File: src/rtl/riscv_dbg_pkg.sv
// Shared debug definitions: trace buffer state encoding and channel indices.
package riscv_dbg_pkg;

    typedef enum logic [1:0] {
        IDLE  = 2'd0,
        ARMED = 2'd1,
        POST  = 2'd2,
        DONE  = 2'd3
    } trace_state_e;

    localparam int CH_PC    = 0;
    localparam int CH_INSTR = 1;

endpackage

File: src/rtl/trace_ram.sv
// Trace sample storage: one synchronous write port, one asynchronous read port.
module trace_ram #(
    parameter int DEPTH = 64,
    parameter int WIDTH = 64,
    parameter int AW    = $clog2(DEPTH)
) (
    input  logic             clk_i,
    input  logic             we_i,
    input  logic [AW-1:0]    waddr_i,
    input  logic [WIDTH-1:0] wdata_i,
    input  logic [AW-1:0]    raddr_i,
    output logic [WIDTH-1:0] rdata_o
);

    logic [WIDTH-1:0] mem_q [DEPTH];

    always_ff @(posedge clk_i) begin
        if (we_i) begin
            mem_q[waddr_i] <= wdata_i;
        end
    end

    assign rdata_o = mem_q[raddr_i];

endmodule

File: src/rtl/riscv_trace_buffer.sv
// Pre/post-trigger trace capture: keeps up to PRE_TRIG samples before the
// trigger and DEPTH-PRE_TRIG after it, then streams them out oldest first.
module riscv_trace_buffer
    import riscv_dbg_pkg::*;
#(
    parameter int DATA_W   = 32,
    parameter int NCH      = 2,
    parameter int DEPTH    = 64,
    parameter int PRE_TRIG = 16
) (
    input  logic                    CLK,
    input  logic                    Resetn,
    input  logic                    arm,
    input  logic                    abort,
    input  logic                    in_valid,
    input  logic [NCH*DATA_W-1:0]   in_data,
    input  logic                    trig,
    input  logic                    rd_ready,
    output logic                    rd_valid,
    output logic [NCH*DATA_W-1:0]   rd_data,
    output logic                    rd_last,
    output logic [1:0]              state,
    output logic [$clog2(DEPTH):0]  count
);

    localparam int AW = $clog2(DEPTH);
    localparam int CW = AW + 1;
    localparam logic [CW-1:0] PRE_CNT  = CW'(PRE_TRIG);
    localparam logic [CW-1:0] POST_CNT = CW'(DEPTH - PRE_TRIG);

    trace_state_e    state_q, state_d;
    logic [AW-1:0]   wrPtr_q, wrPtr_d;
    logic [AW-1:0]   rdPtr_q, rdPtr_d;
    logic [CW-1:0]   count_q, count_d;
    logic [CW-1:0]   postCnt_q, postCnt_d;
    logic            writeEn;
    logic            storePost;
    logic            handshake;

    assign rd_valid  = (state_q == DONE) && (count_q != '0);
    assign rd_last   = rd_valid && (count_q == CW'(1));
    assign handshake = rd_valid && rd_ready;
    assign storePost = in_valid && ((state_q == POST) || ((state_q == ARMED) && trig));
    assign state     = state_q;
    assign count     = count_q;

    // Once the pre-trigger window is full, each new sample evicts the oldest
    // by moving the read pointer along with the write pointer.
    always_comb begin
        state_d   = state_q;
        wrPtr_d   = wrPtr_q;
        rdPtr_d   = rdPtr_q;
        count_d   = count_q;
        postCnt_d = postCnt_q;
        writeEn   = 1'b0;

        case (state_q)
            IDLE: begin
                if (arm) begin
                    state_d   = ARMED;
                    wrPtr_d   = '0;
                    rdPtr_d   = '0;
                    count_d   = '0;
                    postCnt_d = '0;
                end
            end
            ARMED: begin
                if (trig) begin
                    state_d = POST;
                end else if (in_valid) begin
                    writeEn = 1'b1;
                    wrPtr_d = wrPtr_q + AW'(1);
                    if (count_q == PRE_CNT) begin
                        rdPtr_d = rdPtr_q + AW'(1);
                    end else begin
                        count_d = count_q + CW'(1);
                    end
                end
            end
            POST: ;
            DONE: begin
                if (handshake) begin
                    rdPtr_d = rdPtr_q + AW'(1);
                    count_d = count_q - CW'(1);
                    if (count_q == CW'(1)) begin
                        state_d = IDLE;
                    end
                end
            end
            default: state_d = IDLE;
        endcase

        if (storePost) begin
            writeEn   = 1'b1;
            wrPtr_d   = wrPtr_q + AW'(1);
            count_d   = count_q + CW'(1);
            postCnt_d = postCnt_q + CW'(1);
            if (postCnt_q + CW'(1) == POST_CNT) begin
                state_d = DONE;
            end
        end

        if (abort) begin
            state_d   = IDLE;
            wrPtr_d   = '0;
            rdPtr_d   = '0;
            count_d   = '0;
            postCnt_d = '0;
            writeEn   = 1'b0;
        end
    end

    always_ff @(posedge CLK or negedge Resetn) begin
        if (!Resetn) begin
            state_q   <= IDLE;
            wrPtr_q   <= '0;
            rdPtr_q   <= '0;
            count_q   <= '0;
            postCnt_q <= '0;
        end else begin
            state_q   <= state_d;
            wrPtr_q   <= wrPtr_d;
            rdPtr_q   <= rdPtr_d;
            count_q   <= count_d;
            postCnt_q <= postCnt_d;
        end
    end

    trace_ram #(
        .DEPTH (DEPTH),
        .WIDTH (NCH * DATA_W),
        .AW    (AW)
    ) u_ram (
        .clk_i   (CLK),
        .we_i    (writeEn),
        .waddr_i (wrPtr_q),
        .wdata_i (in_data),
        .raddr_i (rdPtr_q),
        .rdata_o (rd_data)
    );

endmodule

File: config.mk
export PLATFORM = sky130hd
export DESIGN_NAME = riscv_trace_buffer
export DESIGN_NICKNAME = d
export VERILOG_FILES = /design/src/rtl/riscv_dbg_pkg.sv /design/src/rtl/trace_ram.sv /design/src/rtl/riscv_trace_buffer.sv
export SDC_FILE = /design/constraint.sdc
export NUM_CORES = 2
export LEC_CHECK = 0
export CORE_MARGIN = 2
export CORE_UTILIZATION = 30
export DETAILED_ROUTE_END_ITERATION = 10
export PLACE_DENSITY_LB_ADDON = 0.2
export SLEW_MARGIN = 0
export SYNTH_ARGS = -nofsm -noshare
export SYNTH_HDL_FRONTEND = slang
export SYNTH_SLANG_ARGS = --single-unit
File: constraint.sdc
create_clock -name CLK -period 6 [get_ports CLK]
set_input_delay 0.6 -clock CLK [delete_from_list [all_inputs] [get_ports CLK]]
set_output_delay 0.6 -clock CLK [all_outputs]
set_load 0.1 [all_outputs]
== Word-level counts from Yosys, hierarchy flattened ==
Memory sizes are Yosys's and may differ from the RTL's.
Index checks and enable logic that the tools add are counted.
Storage, ports and cells
  bits in registers: 28
  RAM bits: 4096
  bits of input ports: 71
  logic and storage cells: 82
  memories kept: 1
Memories
  u_ram.mem_q: depth 64, width 64, read ports 1, clocked after memory_dff 0, write ports 1, RTL line trace_ram.sv:15  | logic [WIDTH-1:0] mem_q [DEPTH];
Operators by class
  add/sub/neg operators: 5
  eq/ne operators: 16
  muxes and demuxes: 38
  reduce and logical (&&, ||, !) cells: 17
Operators with widths (number)
  7-bit 2-to-1 mux: 10
  6-bit 2-to-1 mux: 10
  7-bit case mux with 3 select lines: 1
  4-bit != test, second input constant: 5
  6-bit case mux with 3 select lines: 1
  7-bit by 1-bit adder with 7-bit output, second input constant: 2
  2-bit 2-to-1 mux: 7
  6-bit by 1-bit adder with 6-bit output, second input constant: 2
  3-bit != test, second input constant: 4
  6-bit case mux with 2 select lines: 1
  6-bit AND reduction: 2
  4-bit nonzero test: 2
  7-bit by 1-bit equality test with 1-bit output, second input constant: 1
  7-bit by 5-bit equality test with 1-bit output, second input constant: 1
  7-bit by 6-bit equality test with 1-bit output, second input constant: 1
  1-bit 2-to-1 mux: 7
  7-bit nonzero test: 1
  7-bit by 1-bit subtractor with 7-bit output, second input constant: 1
  2-bit case mux with 3 select lines: 1
  3-bit nonzero test: 2
  1-bit logical AND: 5
  5-bit nonzero test: 1
  2-bit equality test, second input constant: 2
  4-bit AND reduction: 1
  other kinds (5): 5

== Depth between registers and ports, before layout ==
  depth after elaboration: 8
  depth in mapped cells: 9

== By module ==
Synthesis repeated with hierarchy kept, for this count alone.
Unflattened totals
  cells, all modules: 6764
  area, all modules: 157063.1 um^2
By module, submodules not included
  trace_ram: instances 1, cells an instance 6534, area each 155067.5 um^2
  riscv_trace_buffer: instances 1, cells an instance 230, area each 1995.7 um^2

== Worst setup path after synthesis ==
No wires, ideal clock.
  path type: register to register
  from: reg state_q[0] (netlist: state[0])
  to: mem u_ram.mem_q[34][0], enable pin
  library setup time: 0.565 ns
  data arrival time: 6.529 ns
  required time: 5.435 ns
  path slack: -1.094 ns
  stages on the path, launching flop included: 7
  buffers on the path: 2
  clock period less this slack: 7.094 ns
  cell sequence: dfrtp_1 > buf_2 > xor2_1 > nand3_1 > clkbuf_1 > or2_2 > nor3_1
Between the ends
  word-level cells in the longest chain between the ends: 8
  elaborated cells on any way between the ends: 10
RTL lines
  start: declaration: RTL line riscv_trace_buffer.sv:31  | trace_state_e state_q, state_d;
  start signal: assignment: RTL line riscv_trace_buffer.sv:121  | state_q <= state_d;
  2-bit by 1-bit equality test with 1-bit output: RTL line riscv_trace_buffer.sv:43, riscv_trace_buffer.sv:57
  1-bit logical AND: RTL line riscv_trace_buffer.sv:43  | assign storePost = in_valid && ((state_q == POST) || ((state_q == ARMED) && trig));
  1-bit logical OR: RTL line riscv_trace_buffer.sv:43
  1-bit logical AND: RTL line riscv_trace_buffer.sv:43
  1-bit 2-to-1 mux (*): RTL line riscv_trace_buffer.sv:93  | if (storePost) begin
  1-bit 2-to-1 mux (*): RTL line riscv_trace_buffer.sv:103  | if (abort) begin
  1-bit 2-to-1 mux (*): RTL line trace_ram.sv:18  | if (we_i) begin
  1-bit 2-to-1 mux (not written as such) (*): RTL line trace_ram.sv:19  | mem_q[waddr_i] <= wdata_i;
  end: declaration: RTL line trace_ram.sv:15
Every way passes the cells marked *; elsewhere a longest branch is shown, timed or not.

== Final worst setup path ==
  from: reg rdPtr_q[1]
  to: out rd_data[30]
Between the ends
  word-level cells in the longest chain between the ends: 1
RTL lines
  start: declaration: RTL line riscv_trace_buffer.sv:33  | logic [AW-1:0] rdPtr_q, rdPtr_d;
  start signal: assignment: RTL line riscv_trace_buffer.sv:123  | rdPtr_q <= rdPtr_d;
  memory read 64 x 64 bit
  end: declaration: RTL line riscv_trace_buffer.sv:20  | output logic [NCH*DATA_W-1:0] rd_data,
No other way between the ends.

==> impl_metrics.csv <==
group,metric,value,unit
run_status,outcome,"complete, but fails checks",
run_status,violations,"max-capacitance violations",
worst_setup_path,cp.required,5.40,ns
clocking,ctsHoldBuffers,1,
sta,min_period_over_period,95.14,%
route,vias,76035,
clocking,cts_buffers,441,
clocking,path_clk_slew,0.06,ns
clocking,clock-sinks,4124,
sta,hold_ws,0.2359,ns
sta,slew_viol_final,0,
synth,syn_avg_cell_area,23.46,um2
synth,syn_area,156300,um2
sta,rsz0062_at_grt,"no",
sta,period_minus_slack,5.708,ns
placement,numPortBuffers,145,
synth,synth-edff-count,4096,
synth,synth_top_area_share,78.71,%
die,coreArea,519900,um2
finish,seqCellArea,123700,um2
power,power_density,327.2,nW/um2
worst_setup_path,crit_path_start_kind,"register",
power,ir_drop,0.2534,mV
sta,clock.fmax,0.1752,GHz
grt,overflow,0,
route,via_per_inst,5.263,
synth,synth_area_leaders,"edfxtp_1, mux4_2, a221oi_1",
placement,dpl.hpwl,250200,um
worst_setup_path,crit_arrival,5.11,ns
route,routed_wl,478300,um
grt,grt_antenna_before_repair,32,
placement,place_congestion,0.7312,
die,start_util,30.06,%
finish,area_growth_syn_to_layout,16.18,%
worst_setup_path,end_kind,"primary output",
route,first_pass_iters,5,
die,die-area,526700,um2
synth,synthArstFlopShare,0.6790,%
die,rows,265,
clocking,cts-root-buf,"clkbuf_16",
finish,drive_gt1_share,28.27,%
sta,hold_viol,0,
synth,synth_ff_type,"edfxtp_1",
synth,ys_types,58,
sta,skew,0.04389,ns
sta,worst_slew_pin_slew,1.478,ns
synth,synth_nets,6738,
clocking,postCtsResizedCells,0,
min_path,min_path_type,"in2async",
power,p_leak,53.78,nW
synth,yosysTopAreaCell,"edfxtp_1",
grt,grtUsageTotal,17.69,%
synth,synth_seq_area_share,79.16,%
synth,ys_ff_latch,4124,
run,cap_violations,1,
route,wl_per_cell,33.10,um
route,drtAntennaViolNets,0,
clocking,clk_latency,1.01,ns
die,die_x,725.7,um
clocking,postCtsSetupBuffers,0,
grt,grt_max_degree,114,
worst_setup_path,crit_type,"reg2out",
sta,relSlewSlack,0.8044,%
sta,setup_viol,0,
grt,grt_pass1_wl,655400,um
die,die_y,725.7,um
grt,grt_pass1_vias,78571,
synth,postSynthCellCount,6661,
synth,yosysWarnings,0,
route,drt_iter0_drc,8274,
finish,n_fill_cell,48135,
finish,final_net_count,7220,
die,io_pins,146,
clocking,cts_tree,"done",
clocking,h-tree-depth,5,
finish,multi_input_area,31160,um2
route,drc,0,
worst_setup_path,critPathMaxFanout,45,
clocking,ctsLongestPathBuffers,4,
power,total_power,59.40,mW
-- cell families (layout without fill, tap and decap cells) --
logic type | Yosys count | in the layout | share of synthesized area (%)
AOI/OAI and AO/OA | 702 | 702 | 3.292
adders and majority gates | 6 | 6 | 0.04804
and+or+nand+nor | 327 | 327 | 1.021
xor gates and xnor gates | 4 | 4 | 0.02242
DFF | 4124 | 4124 | 79.16
other | 0 | 10 | 0
muxes | 1098 | 1098 | 15.20
buffers and inverters | 400 | 1235 | 1.258
-- layer usage --
metal  routed length (um)  track usage (%)
met1               208100            24.81
met2               233200            29.37
met3                25880            2.359
met4                11040            4.034
met5                   45                0
-- layout by cell type (no fill, tap or decap), drive strengths merged, types with 7 or more instances in the layout --
cell / synthesis / final
dfrtp: 28 / 28
mux4: 1020 / 1020
nor2b: 18 / 18
o221ai: 54 / 54
and3: 15 / 15
a21oi: 105 / 105
o22ai: 123 / 123
nand2: 41 / 41
clkinv: 1 / 206
diode: 0 / 10
clkbuf: 184 / 547
o21ai: 41 / 41
a221oi: 111 / 111
inv: 7 / 24
mux2i: 78 / 78
nand3: 40 / 40
clkdlybuf4s50: 0 / 16
clkinvlp: 0 / 7
or3: 7 / 7
a211o: 10 / 10
nor2: 114 / 114
a22oi: 78 / 78
a311oi: 14 / 14
buf: 208 / 414
a22o: 103 / 103
bufinv: 0 / 20
a211oi: 29 / 29
nand2b: 12 / 12
edfxtp: 4096 / 4096
nand3b: 9 / 9
nor3: 45 / 45
-- critical path, stage by stage (launching register included) --
cell and delay, ns:
dfrtp_4 1.02, nand2b_4 0.77, buf_4 0.49, o22ai_1 0.16
nor2_1 0.23, a21oi_1 0.20, a221oi_1 0.75, buf_4 0.42
-- power by group --
part           switching [mW]  leakage (nW)  total [mW]  internal, mW
Clock                    11.3          6.59        25.8          14.5
Sequential             0.0518          37.2        31.8          31.7
Combinational            1.23          10.0        1.85         0.622
-- sequential cells by signal, summed over array words and instances (netlist names) --
signal,cells
count,7
rdPtr_q,6
state,2
wrPtr_q,6
postCnt_q,7
u_ram.mem_q,4096
-- stage by stage --
stage	setup WS [ns]	TNS [ns]	utilization [%]	area, um2	cells
finish	0.2915	0	34.92	181500	14448
global route	0.2118	0	34.92	181500	14441
CTS	0.2516	0	34.91	181500	14438
detailed placement	1.336	0	32.32	168000	13641
global placement	0.7536	0	32.32	168000	13640
floorplan	-1.032	-1426.00	-	156300	6661
-- final timing paths --
| check | cells after the start | to | startpoint | slack [ns] |
|---|---|---|---|---|
| worst max register to register | 7 | u_ram.mem_q[47][53] | state[1] | 1.61 |
| worst max-delay path | 7 | rd_data[30] | rdPtr_q[1] | 0.29 |
| worst min register to register | 2 | postCnt_q[6] | postCnt_q[6] | 0.51 |
| min in group CLK | 1 | u_ram.mem_q[9][14] | in_data[14] | 0.32 |
| worst min-delay path | 2 | postCnt_q[4] | Resetn | 0.24 |
| max in group asynchronous | 2 | rdPtr_q[3] | Resetn | 5.14 |
-- cells in the mapped netlist (3+ instances only) --
library cell / instances
clkbuf_1: 184
buf_6: 8
nand2b_1: 12
nand4_1: 3
nor2b_1: 18
and3_1: 15
nor2_1: 114
o31ai_1: 3
or3_1: 7
a211o_1: 10
mux4_2: 1020
a22oi_1: 78
o21ai_0: 39
a21oi_1: 105
nor3_1: 45
inv_1: 7
dfrtp_1: 28
a22o_1: 103
o211ai_1: 3
nand3_1: 40
or3b_2: 4
buf_4: 81
mux2i_1: 78
o221ai_1: 54
ha_1: 6
a311oi_1: 14
and2_1: 5
a31oi_1: 6
o22a_1: 4
xor2_1: 3
buf_1: 39
o211a_1: 5
buf_2: 80
or2_2: 4
nand3b_1: 9
a211oi_1: 29
nand2_1: 41
o22ai_1: 123
a221oi_1: 111
edfxtp_1: 4096
-- area by class of cell --
type	count	share of cell area (%)
diodes	10	0.01378
clock buffers	547	6.380
clock inverters	249	1.034
inverters	8	0.01654
multi-input cells	2137	17.16
flip-flops and latches	4124	68.15
well taps	6942	4.784
repair buffers	431	2.460
Power figures use the tool's default switching activity.
